### src/rtl/array_24_pkg.sv
// Shared constants, request bundle and FSM state encoding for the array_24 front-end controller.
// The zero-fill feature is selected by defining ARRAY_24_CTRL_INIT_EN.
package array_24_pkg;

  localparam int ARRAY_24_DEPTH  = 256;
  localparam int ARRAY_24_ADDR_W = 8;
  localparam int ARRAY_24_DATA_W = 96;
  localparam int ARRAY_24_MASK_W = 4;
  localparam int ARRAY_24_GRAN   = 24;

  typedef struct packed {
    logic [ARRAY_24_ADDR_W-1:0] addr;
    logic                       wmode;
    logic [ARRAY_24_MASK_W-1:0] wmask;
    logic [ARRAY_24_DATA_W-1:0] wdata;
  } array_24_req_t;

  typedef enum logic [0:0] {
    INIT = 1'b0,
    RUN  = 1'b1
  } array_24_state_e;

endpackage

### src/rtl/rr_arb2.sv
// Two-way round-robin arbiter: a lone requester always wins, on contention the
// requester named by prio wins, and prio then points at the loser.
module rr_arb2 (
  input  logic       clock,
  input  logic       reset,
  input  logic       enable,
  input  logic [1:0] valid,
  output logic [1:0] grant
);

  logic prio;

  // NOTE: every output of a combinational block gets a default first, so no path can infer a latch.
  always_comb begin
    grant = 2'b00;
    if (enable) begin
      unique case (valid)
        2'b01:   grant = 2'b01;
        2'b10:   grant = 2'b10;
        2'b11:   grant = prio ? 2'b10 : 2'b01;
        default: grant = 2'b00;
      endcase
    end
  end

  // NOTE: state registers use non-blocking assignments so every flop samples pre-edge values.
  always_ff @(posedge clock) begin
    if (reset) begin
      prio <= 1'b0;
    end else if (|grant) begin
      prio <= grant[0];
    end
  end

endmodule

### src/rtl/array_24_ctrl.sv
// Front-end controller sharing the 256x96 masked 1RW array between two requesters.
// Define ARRAY_24_CTRL_INIT_EN to zero-fill the array after every reset before accepting traffic.
module array_24_ctrl
  import array_24_pkg::*;
(
  input  logic                       clock,
  input  logic                       reset,
  input  logic                       req0_valid,
  output logic                       req0_ready,
  input  logic [ARRAY_24_ADDR_W-1:0] req0_addr,
  input  logic                       req0_wmode,
  input  logic [ARRAY_24_MASK_W-1:0] req0_wmask,
  input  logic [ARRAY_24_DATA_W-1:0] req0_wdata,
  input  logic                       req1_valid,
  output logic                       req1_ready,
  input  logic [ARRAY_24_ADDR_W-1:0] req1_addr,
  input  logic                       req1_wmode,
  input  logic [ARRAY_24_MASK_W-1:0] req1_wmask,
  input  logic [ARRAY_24_DATA_W-1:0] req1_wdata,
  output logic                       resp0_valid,
  output logic [ARRAY_24_DATA_W-1:0] resp0_data,
  output logic                       resp1_valid,
  output logic [ARRAY_24_DATA_W-1:0] resp1_data,
  output logic                       sram_en,
  output logic                       sram_wmode,
  output logic [ARRAY_24_ADDR_W-1:0] sram_addr,
  output logic [ARRAY_24_MASK_W-1:0] sram_wmask,
  output logic [ARRAY_24_DATA_W-1:0] sram_wdata,
  input  logic [ARRAY_24_DATA_W-1:0] sram_rdata,
  output logic                       init_done
);

  array_24_req_t req0;
  array_24_req_t req1;
  array_24_req_t sel;
  logic [1:0]    valid;
  logic [1:0]    grant;
  logic          accept_en;
  logic          rd_pend;
  logic          rd_src;

  assign req0  = '{addr: req0_addr, wmode: req0_wmode, wmask: req0_wmask, wdata: req0_wdata};
  assign req1  = '{addr: req1_addr, wmode: req1_wmode, wmask: req1_wmask, wdata: req1_wdata};
  assign valid = {req1_valid, req0_valid};

  // init_done tracks the RUN state; the reset term keeps the port quiet while reset is sampled.
  assign accept_en = init_done & ~reset;

  rr_arb2 u_arb (
    .clock  (clock),
    .reset  (reset),
    .enable (accept_en),
    .valid  (valid),
    .grant  (grant)
  );

  assign req0_ready = grant[0];
  assign req1_ready = grant[1];
  assign sel        = grant[1] ? req1 : req0;

`ifdef ARRAY_24_CTRL_INIT_EN
  localparam logic [0:0] STATE_INIT = INIT;
  localparam logic [0:0] STATE_RUN  = RUN;

  logic [0:0]                 state;
  logic [ARRAY_24_ADDR_W-1:0] ptr;
  logic                       in_init;

  always_ff @(posedge clock) begin
    if (reset) begin
      state     <= STATE_INIT;
      ptr       <= '0;
      init_done <= 1'b0;
    end else if (state == STATE_INIT) begin
      ptr <= ptr + 1'b1;
      if (ptr == ARRAY_24_ADDR_W'(ARRAY_24_DEPTH - 1)) begin
        state     <= STATE_RUN;
        init_done <= 1'b1;
      end
    end
  end

  assign in_init = (state == STATE_INIT) & ~reset;
`else
  always_ff @(posedge clock) begin
    if (reset) begin
      init_done <= 1'b0;
    end else begin
      init_done <= 1'b1;
    end
  end
`endif

  always_comb begin
    sram_en    = 1'b0;
    sram_wmode = 1'b0;
    sram_addr  = '0;
    sram_wmask = '0;
    sram_wdata = '0;
    if (|grant) begin
      sram_en    = 1'b1;
      sram_wmode = sel.wmode;
      sram_addr  = sel.addr;
      sram_wmask = sel.wmask;
      sram_wdata = sel.wdata;
    end
`ifdef ARRAY_24_CTRL_INIT_EN
    else if (in_init) begin
      sram_en    = 1'b1;
      sram_wmode = 1'b1;
      sram_addr  = ptr;
      sram_wmask = '1;
    end
`endif
  end

  // The macro returns read data one cycle after the enable; remember who asked.
  always_ff @(posedge clock) begin
    if (reset) begin
      rd_pend <= 1'b0;
      rd_src  <= 1'b0;
    end else begin
      rd_pend <= (|grant) & ~sel.wmode;
      if (|grant) begin
        rd_src <= grant[1];
      end
    end
  end

  assign resp0_valid = rd_pend & ~rd_src;
  assign resp1_valid = rd_pend & rd_src;
  assign resp0_data  = resp0_valid ? sram_rdata : '0;
  assign resp1_data  = resp1_valid ? sram_rdata : '0;

endmodule

### config.mk
export PLATFORM = sky130hd
export DESIGN_NAME = array_24_ctrl
export DESIGN_NICKNAME = d
export VERILOG_FILES = /design/src/rtl/array_24_pkg.sv /design/src/rtl/rr_arb2.sv /design/src/rtl/array_24_ctrl.sv
export SDC_FILE = /design/constraint.sdc
export NUM_CORES = 1
export LEC_CHECK = 0
export CAP_MARGIN = 20
export CORE_AREA = 2 2 241 243
export DETAILED_ROUTE_END_ITERATION = 6
export DIE_AREA = 0 0 243 245
export SETUP_SLACK_MARGIN = 0.5
export SLEW_MARGIN = 20
export SYNTH_ARGS = -nofsm -noshare
export SYNTH_HDL_FRONTEND = slang
export SYNTH_SLANG_ARGS = --single-unit
### constraint.sdc
create_clock -name clock -period 1.4 [get_ports clock]
set_input_delay 0.14 -clock clock [delete_from_list [all_inputs] [get_ports clock]]
set_output_delay 0.14 -clock clock [all_outputs]
set_load 0.005 [all_outputs]
==> results.toml, run 1 <==
[status]
outcome = "complete, but fails checks"
violations = "setup timing"

[min_path]
min_path_type = "input pin to flop"

[global_route]
grt_pass1_vias = 8051
grt_max_degree = 98
grt_first_pass_wirelength_mm = 63.4
grt.overflow.total = 0
grt_use_total_pct = 15.0
antenna_found_initial = 23

[critical_path]
crit_path_end_kind = "primary output"
cp_slowest_cell = "dfxtp_2"
crit_required_ps = 1260
cpLargestDelayFamily = "buffers and inverters"
r2r_slack_ps = -40
setup.worst_path.class = "flop to primary output"
crit_path_max_incr_delay_ps = 310
startpoint_type = "flop"
critPathBufInv = 6
crit_path_cell_trace = "and2b_2 -> o21ai_4 -> buf_12 -> buf_12 -> buf_8 -> buf_12 -> buf_16 -> a21oi_4 -> buf_2"
cp.arrival_ps = 1710
crit_fanout = 6
cpMostUsedCell = "buf_12"

[clock_network]
clk_root_buffer_cell = "clkbuf_16"
clk_pin_slew_ps = 40
clk_path_buf_depth = 2
ctsHoldBuffers = 0
htree_num_levels = 1
cts_buffers = 3
cts.sinks = 4
clk_latency_ps = 240
cts_tree = "done"

[final_layout]
nNetsFinal = 1725
area_delta_synth_final_pct = 340
postLayoutCoreUtil_pct = 26.4
drive_above_1_share_pct = 59.7
finalNonFillerCells = 2174

[power_and_ir_drop]
peakVddDrop_mv = 0.228
power.total_mw = 5.04
powerDensity_nw_per_um2 = 335
total_leakage_power_nw = 6.62

[floorplanning]
start_util_pct = 6.00
rows = 88
dieHeight_um = 245
dieWidth_um = 243
dieArea_um2 = 59500
io_pins = 625
core-area_um2 = 57000

[place]
routabilityCongestion = 0.874
numPortBuffers = 624
hpwlAfterDp_mm = 34.8
place_inst = 1973

[sta]
fin_skew_ps = 10.3
tns_ps = -82210
grt_setup_unrepaired = "yes"
relSlewSlack_pct = 60.3
tightest_slew_ps = 596
clock.fmax_mhz = 541
hold_viol = 0
setup_ws_ps = -448
holdWs_ps = 343
setup_viol = 294
slew_violations = 0
post-route-min-period_ps = 1850
period_share_pct = 132

[routing]
postRouteAntennaNets = 0
wl_per_cell_um = 24.4
num_vias = 8655
dr.pass1.iters = 5
viasPerCell = 3.98
drcViolationCount = 0
wl_mm = 52.9
drt-initial-drc-count = 327

[yosys]
yosysTopAreaCell = "and3_1"
synthArstFlopShare_pct = 0
yosysMostFrequentCell = "a21oi_1"
synth_ff_type = "dfxtp_1"
synth_top_area_share_pct = 17.7
synth_area_leaders = "and3_1 18%, and2_1 17%, a21oi_1 16%, o21ai_0 16%, nand3_1 16%"
netlist_area_um2 = 3420
yosysSeqAreaShare_pct = 2.34
netlist_instances = 632
syn_area_per_cell_um2 = 5.41
yosys_warnings = 0
ys_types = 24
syn_nets = 950
synth_edf_count = 0
synthTopCellsByCount = "111 x a21oi_1, 110 x o21ai_0, 109 x nand3_1"
ys_ff_latch = 4

[job]
maxCapViolations = 0
-- layer usage --
| metal | GRT usage [%] | vias up | wire length [um] |
|---|---|---|---|
| met4 | 2.58 | 18 | 1380 |
| met2 | 28.0 | 525 | 27400 |
| met3 | 4.38 | 99 | 4260 |
| met1 | 17.0 | 4173 | 19800 |
| li1 | - | 3840 | - |
| met5 | 0 | - | 114 |
-- final timing paths --
path	startpoint	end	cells past startpoint
max	init_done	sram_wdata[29]	9
min	reset	rd_src	3
min reg2reg	init_done	u_arb.prio	2
max reg2reg	u_arb.prio	rd_src	7
-- power breakdown --
group	internal [mW]	total, mW	switching (mW)
clock network	0.382	0.518	0.136
registers	0.119	0.130	0.0110
logic	2.63	4.40	1.77
-- metrics by stage --
stage | setup slack, ps | area, um2
floorplan | 214 | 3930
global placement | -921 | 11100
detailed placement | -908 | 11100
CTS | -565 | 13400
global route | -499 | 15000
finish | -448 | 15000
-- flip-flops by register name (all words and copies together), names as in the netlist --
name        count
init_done       1
rd_pend         1
rd_src          1
u_arb.prio      1
-- worst reg2reg max path: cells and delay by family, from the launching register on --
kind | cells | cell delay [ps]
buf+inv | 4 | 570
compound gates | 1 | 170
flops | 1 | 350
simple gates | 2 | 250
-- logic make-up after synthesis --
family	after synthesis	synth area share, %
simple gates	311	53.1
flops	4	2.34
buf+inv	94	11.7
compound gates	223	32.8
-- cell usage in the layout (no fill, tap or decap), types with 2 or more instances in the layout --
master,count
nand3_2,44
a21oi_4,13
and3_4,16
and2_1,3
buf_6,150
clkbuf_2,44
clkbuf_16,16
buf_4,45
nand3_1,55
diode_2,3
and3_1,81
o21ai_1,26
nor2b_4,2
buf_8,19
buf_2,124
dfxtp_4,3
a21oi_1,12
clkdlybuf4s50_1,357
and2_4,94
a21oi_2,86
buf_12,56
o21ai_2,57
nand3_4,10
o21ai_4,14
o21ai_0,13
dlygate4sd2_1,2
dlymetal6s2s_1,11
buf_16,40
-- area by class of cell --
cell class	instances	area, um2
tap	765	957
clock buffer	4	78.8
fill	6094	42000
antenna	3	7.51
inverter	3	15.0
timing repair buffer	861	9430
multi-input combinational	534	4460
sequential	4	92.6
-- timing repair --
action                     4_1_cts  5_1_grt
cloned                          32       19
setup buffers                   86       57
pin swaps                       98       80
setup endpoints to repair      310      310
resized for setup              914      578
(Power assumes the default switching activity.)
==> run 2: changes to the inputs <==
--- a/config.mk
+++ b/config.mk
@@ -6,9 +6,12 @@
 export NUM_CORES = 1
 export LEC_CHECK = 0
 export CAP_MARGIN = 20
+export CELL_PAD_IN_SITES_DETAIL_PLACEMENT = 0
+export CELL_PAD_IN_SITES_GLOBAL_PLACEMENT = 1
 export CORE_AREA = 2 2 241 243
 export DETAILED_ROUTE_END_ITERATION = 6
 export DIE_AREA = 0 0 243 245
+export PLACE_DENSITY_LB_ADDON = 0.1
 export SETUP_SLACK_MARGIN = 0.5
 export SLEW_MARGIN = 20
 export SYNTH_ARGS = -nofsm -noshare
==> results.toml, run 2 (same netlist as run 1, synthesis figures left out) <==
[status]
outcome = "complete, but fails checks"
violations = "setup timing"

[clock_network]
clk_latency_ps = 230
clk_path_buf_depth = 2
clk_root_buffer_cell = "clkbuf_16"
ctsHoldBuffers = 0
cts_tree = "done"
clk_pin_slew_ps = 30
cts.sinks = 4
htree_num_levels = 1
cts_buffers = 3

[critical_path]
crit_path_end_kind = "primary output"
reg2reg_depth = 8
crit_required_ps = 1260
startpoint_type = "flop"
setup.worst_path.class = "flop to primary output"
rr_endpoint = "rd_src"
cp.arrival_ps = 1600
crit_fanout = 6
startpoint = "rd_pend"
r2r_slack_ps = -70
crit_end = "resp0_data[95]"
r2r-start = "rd_src"

[floorplanning]
dieHeight_um = 245
io_pins = 625
dieArea_um2 = 59500
dieWidth_um = 243
rows = 88
core-area_um2 = 57000
start_util_pct = 6.00

[final_layout]
area_delta_synth_final_pct = 344
finalNonFillerCells = 2184
drive_above_1_share_pct = 61.5
fin_area_um2 = 15200
layout_commonest_cell = "clkdlybuf4s50_1"
fillers = 6311
ff_latch_area_um2 = 92.6
nNetsFinal = 1736
layout_common_cells = "314 x clkdlybuf4s50_1, 211 x buf_6, 115 x buf_2, 97 x and2_4, 70 x buf_12"
multi_input_area_um2 = 4310

[sta]
setup_viol = 292
period_share_pct = 124
relSlewSlack_pct = 77.0
clock.fmax_mhz = 576
holdWs_ps = 335
hold_viol = 0
grt_setup_unrepaired = "yes"
fin_skew_ps = 1.54
slew_violations = 0
post-route-min-period_ps = 1740
tightest_slew_ps = 346
setup_ws_ps = -337

[power_and_ir_drop]
clockPowerShare_pct = 9.9
combPwrFrac_pct = 87.3
p_seq_share_pct = 2.8
netSwitchingFraction_pct = 35.3
total_leakage_power_nw = 6.70
p_int_mw = 3.03
peakVddDrop_mv = 0.274
powerDensity_nw_per_um2 = 309
net-switching-power_mw = 1.65

[place]
routabilityCongestion = 0.820
place_inst = 1998
hpwlAfterDp_mm = 33.2
numPortBuffers = 624
placed_cell_area_um2 = 11400

[global_route]
grt.overflow.total = 0
grt_pass1_vias = 8015
grt_first_pass_wirelength_mm = 62.0
grt_max_degree = 44
antenna_found_initial = 12
grt_use_total_pct = 14.3

[routing]
dr.pass1.iters = 4
drt-initial-drc-count = 164
postRouteAntennaNets = 0
wl_per_cell_um = 21.8
num_vias = 8104
drcViolationCount = 0
wl_mm = 47.5
viasPerCell = 3.71

[min_path]
min_path_type = "input pin to flop"
whs_path_depth = 3
min_from = "reset"

[job]
maxCapViolations = 0
-- run 2: final cells by class --
type | instances | area share [%]
timing repair buffer | 872 | 64.1
inverter | 3 | 0.0824
clock buffer | 4 | 0.519
tap | 765 | 6.30
multi-input combinational | 534 | 28.4
sequential | 4 | 0.610
antenna | 2 | 0.0330
-- run 2: repair_timing --
| action | in CTS | in global routing |
|---|---|---|
| endpoints found under the hold margin | 0 | 0 |
| setup buffers | 72 | 61 |
| pin swaps | 54 | 109 |
| cloned | 30 | 17 |
| endpoints found under the setup margin | 310 | 310 |
| gates resized for setup | 1104 | 636 |
-- run 2: worst min path at each step --
stage / to
2_1_floorplan: init_done
3_3_place_gp: u_arb.prio
3_5_place_dp: u_arb.prio
4_1_cts: init_done
5_1_grt: init_done
6_report: init_done
-- run 2: metal layers --
layer  vias up  wire length, um  part of all wire [%]  track usage (%)
met3        36             3850                   8.1             5.47
met2       362            26200                    55             28.1
li1       3868                -                     -                -
met1      3824            17000                    36             14.6
met4        14              461                  0.97             1.70
met5         -               96                  0.20                0
-- run 2: metrics by stage --
step	worst slack [ps]	total power, mW	setup TNS, ps	util, %
after floorplan	214	0.955	0	-
after global placement	-857	2.88	-125220	20.0
after detailed placement	-814	2.86	-123410	20.0
after CTS	-398	4.10	-79040	23.0
after global routing	-382	4.97	-75300	26.6
final	-337	4.69	-60370	26.6
-- run 2: critical path, stage by stage (launching register included) --
cell and delay [ps]:
dfxtp_4 350, nor2b_4 130, buf_12 130, buf_12 140, buf_12 120, buf_12 120
buf_6 110, and2_4 150, buf_6 110
-- run 2: power groups by stage --
stage / registers [mW] / logic [mW] / clock network, mW
2_1_floorplan: 0.129 / 0.826 / 0
3_3_place_gp: 0.131 / 2.75 / 0
3_5_place_dp: 0.131 / 2.73 / 0
4_1_cts: 0.130 / 3.49 / 0.480
5_1_grt: 0.133 / 4.35 / 0.492
6_report: 0.131 / 4.09 / 0.465
